File: src/rtl/tdm_demux1x4.sv
// Receive end of a 4-slot TDM link: locks to the slot-0 sync marker and steers beats to out0..out3.
// Optional TDM_DEMUX_DOUBLE_BUFFER_EN: stage slots 0..2 in shadows so out0..out3 update as a coherent frame.
module tdm_demux1x4 #(
  parameter int WIDTH = 1
) (
  input  logic             clk,
  input  logic             rst,
  input  logic [WIDTH-1:0] in,
  input  logic             in_valid,
  input  logic             sync,
  output logic [WIDTH-1:0] out0,
  output logic [WIDTH-1:0] out1,
  output logic [WIDTH-1:0] out2,
  output logic [WIDTH-1:0] out3,
  output logic             sel1,
  output logic             sel0,
  output logic             locked,
  output logic             frame_valid,
  output logic             sync_err
);

  typedef enum logic {HUNT = 1'b0, LOCK = 1'b1} state_t;

  state_t           state_q;
  logic [1:0]       cnt_q;
  logic [1:0]       cnt_d;
  logic [WIDTH-1:0] out0_q, out1_q, out2_q, out3_q;
  logic             fv_q, err_q;
`ifdef TDM_DEMUX_DOUBLE_BUFFER_EN
  logic [WIDTH-1:0] sh0_q, sh1_q, sh2_q;
`endif

  assign cnt_d = cnt_q + 2'd1;

  always_ff @(posedge clk) begin
    if (rst) begin
      state_q <= HUNT;
      cnt_q   <= 2'd0;
      out0_q  <= '0;
      out1_q  <= '0;
      out2_q  <= '0;
      out3_q  <= '0;
      fv_q    <= 1'b0;
      err_q   <= 1'b0;
`ifdef TDM_DEMUX_DOUBLE_BUFFER_EN
      sh0_q   <= '0;
      sh1_q   <= '0;
      sh2_q   <= '0;
`endif
    end else begin
      fv_q  <= 1'b0;
      err_q <= 1'b0;
      if (in_valid) begin
        case (state_q)
          HUNT: begin
            if (sync) begin
`ifdef TDM_DEMUX_DOUBLE_BUFFER_EN
              sh0_q <= in;
`else
              out0_q <= in;
`endif
              cnt_q   <= 2'd1;
              state_q <= LOCK;
            end
          end
          LOCK: begin
            if (sync) begin
              // A marker at slot 0 is the normal frame start; anywhere else it truncates the frame.
              if (cnt_q != 2'd0) err_q <= 1'b1;
`ifdef TDM_DEMUX_DOUBLE_BUFFER_EN
              sh0_q <= in;
              sh1_q <= '0;
              sh2_q <= '0;
`else
              out0_q <= in;
`endif
              cnt_q <= 2'd1;
            end else if (cnt_q == 2'd0) begin
              err_q   <= 1'b1;
              state_q <= HUNT;
`ifdef TDM_DEMUX_DOUBLE_BUFFER_EN
              sh0_q <= '0;
              sh1_q <= '0;
              sh2_q <= '0;
`endif
            end else begin
              case (cnt_q)
`ifdef TDM_DEMUX_DOUBLE_BUFFER_EN
                2'd1: sh1_q <= in;
                2'd2: sh2_q <= in;
                default: begin
                  out0_q <= sh0_q;
                  out1_q <= sh1_q;
                  out2_q <= sh2_q;
                  out3_q <= in;
                end
`else
                2'd1: out1_q <= in;
                2'd2: out2_q <= in;
                default: out3_q <= in;
`endif
              endcase
              if (cnt_q == 2'd3) fv_q <= 1'b1;
              cnt_q <= cnt_d;
            end
          end
          default: state_q <= HUNT;
        endcase
      end
    end
  end

  assign out0        = out0_q;
  assign out1        = out1_q;
  assign out2        = out2_q;
  assign out3        = out3_q;
  assign sel1        = cnt_q[1];
  assign sel0        = cnt_q[0];
  assign locked      = (state_q == LOCK);
  assign frame_valid = fv_q;
  assign sync_err    = err_q;

endmodule

File: config.mk
export PLATFORM = sky130hd
export DESIGN_NAME = tdm_demux1x4
export DESIGN_NICKNAME = d
export VERILOG_FILES = /design/src/rtl/tdm_demux1x4.sv
export SDC_FILE = /design/constraint.sdc
export NUM_CORES = 1
export LEC_CHECK = 0
export ABC_AREA = 1
export CAP_MARGIN = 20
export CORE_AREA = 2 2 41 43
export DETAILED_ROUTE_END_ITERATION = 6
export DIE_AREA = 0 0 43 45
export HOLD_SLACK_MARGIN = 0.1
export PLACE_DENSITY = 0.64
export RECOVER_POWER = 50
export SYNTH_ARGS = -nofsm -noshare
export SYNTH_HDL_FRONTEND = slang
export SYNTH_SLANG_ARGS = --single-unit
File: constraint.sdc
create_clock -name clk -period 3.3 [get_ports clk]
set_clock_uncertainty 0.1 [all_clocks]
set_input_delay 0.66 -clock clk [delete_from_list [all_inputs] [get_ports clk]]
set_output_delay 0.66 -clock clk [all_outputs]
set_load 0.02 [all_outputs]
==> results of run 1 <==
-- power by group --
part | leakage, nW | internal [mW] | switching, mW
Clock | 0.0150 | 0.0467 | 0.0426
Sequential | 0.0734 | 0.113 | 0.00489
Combinational | 0.208 | 0.0189 | 0.0234
-- Yosys cell counts --
| master | number | share of area [%] |
|---|---|---|
| inv_1 | 10 | 7.9 |
| nor2_4 | 1 | 2.4 |
| dfxtp_1 | 9 | 38 |
| nor3_1 | 1 | 1.1 |
| ha_1 | 7 | 18 |
| a21oi_1 | 5 | 5.3 |
| o21ai_0 | 2 | 2.1 |
| nor2_1 | 9 | 7.1 |
| nand2_1 | 12 | 9.5 |
| nand3_1 | 8 | 8.4 |
-- cell families after synthesis --
logic type,synth area share [%]
buffers and inverters,7.90
flip-flops,37.9
adder cells (fa/ha/maj),18.4
AND/OR/NAND/NOR,28.4
AO/OA/AOI/OAI,7.37
-- metal layers --
layer / global-route usage [%] / vias to the layer above
li1: - / 236
met1: 15.2 / 186
met2: 16.4 / 13
met3: 4.00 / 4
met4: 12.1 / 0
met5: 0 / -
-- stage by stage --
step	hold WS (ns)	worst slack [ns]	power, mW
6_report	0.347	1.18	0.249
2_1_floorplan	0.420	1.75	0.145
5_1_grt	0.373	1.13	0.263
3_3_place_gp	0.335	1.30	0.163
4_1_cts	0.356	1.17	0.257
3_5_place_dp	0.346	1.30	0.163
-- how the worst min path moves through the flow --
stage	end	slack, ns
2_1_floorplan	out0$_SDFFE_PP0P_	0.42
3_3_place_gp	out0$_SDFFE_PP0P_	0.34
3_5_place_dp	out0$_SDFFE_PP0P_	0.35
4_1_cts	out0$_SDFFE_PP0P_	0.36
5_1_grt	out0$_SDFFE_PP0P_	0.37
6_report	out0$_SDFFE_PP0P_	0.35
-- sequential cells by signal (all words and copies together), names as in the netlist --
name,count
cnt_q,2
frame_valid,1
locked,1
out0,1
out1,1
out2,1
out3,1
sync_err,1
-- area by class of cell --
cell class | instances | area (um^2) | area share [%]
Clock buffer | 4 | 26.3 | 4.08
Inverter | 10 | 37.5 | 5.83
Multi-Input combinational cell | 45 | 250 | 38.8
Sequential cell | 9 | 180 | 28.0
Tap cell | 16 | 20.0 | 3.11
Timing Repair Buffer | 13 | 130 | 20.2
==> out/results.txt, run 1 <==
Commonest cells after routing, fill and taps aside - nand2_1 (12), clkdlybuf4s50_1 (11), inv_1 (10), nor2_1 (10), dfxtp_1 (9)
Final period util - 64.3%
Slew Limit Headroom - 83.9%
Post-route ant nets - 0
Max incr delay on CP - 0.65 ns
Vias in the first global route - 400
DRC violations left - 0
Post-Syn Area per Cell - 7.43 um^2
Crit path max-delay cell type - clkdlybuf4s50_1
DRT Pass-1 Iters - 4
Reg2reg path depth - 9
Met2 Wirelength - 428 um
Fin. Hold Viols - 0
CP Depth - 1
Core area - 1470 um^2
CTS tree - done
Setup TNS - 0 ns
Clk sinks - 9
Power density over cell area - 387 nW/um^2
Critical path arrival - 1.36 ns
Commonest non-fill, non-tap cell in the layout - nand2_1
Critical path data required time - 2.54 ns
N_diodes - 0
Fin nets - 94
Buffers from clock root to sink, at most - 2
Crit-path max FO - 7
Std cell rows - 14
Worst hold path cell count - 2
Register area share after synthesis - 37.9%
Max-cap viol count - 0
CP endpoint kind - output pin
CTS Hold Bufs - 0
Cell variety after synth - 10
Post-cts sizing count - 0
Worst vdd ir - 0.000142 V
Total number of yosys warnings - 0
Cells after Synth - 64
Status - completed
# H-tree levels - 1
Vias per inst - 4.53
Met3 routed WL - 51 um
Worst setup SP type - flop
Fin area - 644 um^2
Crit path from - locked$_SDFFE_PP0P_
Worst Tran Pin Value - 0.240 ns
Total gr overflow - 0
Syn nets - 76
Dpl cell area - 626 um^2
Top Ports - 14
Via count - 439
Die width - 43 um
Worst-Skew Late Latency - 0.27 ns
Start point of the worst hold path - out0$_SDFFE_PP0P_
Hold Crit Class - reg2reg
RePlAce Congestion - 0.812
Initial antenna violation count - 0
Leak - 0.296 nW
Avg WL per Cell - 10.0 um
# setup viols final - 0
FF+latch count, synth - 9
Pin count of the biggest net entering global routing - 9
Post-layout util - 43.8%
DIE HEIGHT - 45 um
Total GRT Usage - 12.3%
Setup Crit Path Kind - reg2out
Post-Layout Cell Count - 97
Detailed Place HPWL - 742 um
Clock Pin Slew Worst Setup and Hold Paths - 0.07 ns
Filler cells - 165
Initial DRC Count - 4
FMAX - 472 MHz
RSZ-0062 raised after global routing - false
Number of post-CTS setup repair buffers - 0
Delay-heaviest family, CP - buffers and inverters
Die area - 1940 um^2
Placed insts - 93
Top Layer Used - met4
Starting density of the core - 32.3%
Worst setup path end - locked
Port-buffer cells - 13
Wl on met1 - 466 um
Area Growth Syn to Fin - 35.5%
CTS root buf - clkbuf_4
Layout cells sized above 1 - 3.70%
Global-route wire length before repair - 1660 um
Post-synthesis cell area - 475 um^2
R2R Setup Slk - 1.66 ns
Worst path cell trace - clkdlybuf4s50_1
Tmin final - 2.12 ns
Total CTS buffers - 3
Bufs and invs on worst path - 1
Slew Limit Fails - 0
Final wirelength - 973 um
Critical R2R Capture - out2$_SDFFE_PP0P_
Reg2reg start - cnt_q[1]$_SDFFE_PP0P_
No activity file was read; power rests on OpenSTA's default activity.
==> run 2, diff against run 1 <==
- clock period: 3.3 -> 2.18 ns (I/O delays scaled with it)
==> results of run 2 <==
The final DEF is identical to that of run 1. Status: completed.
Main changes from that run: setup slack after placement 1.30 ns -> 0.403 ns; setup slack after layout 1.18 ns -> 0.283 ns; register-to-register setup slack 1.66 ns -> 0.54 ns; total power 0.249 mW -> 0.377 mW; worst IR drop on VDD 0.000142 V -> 0.000215 V
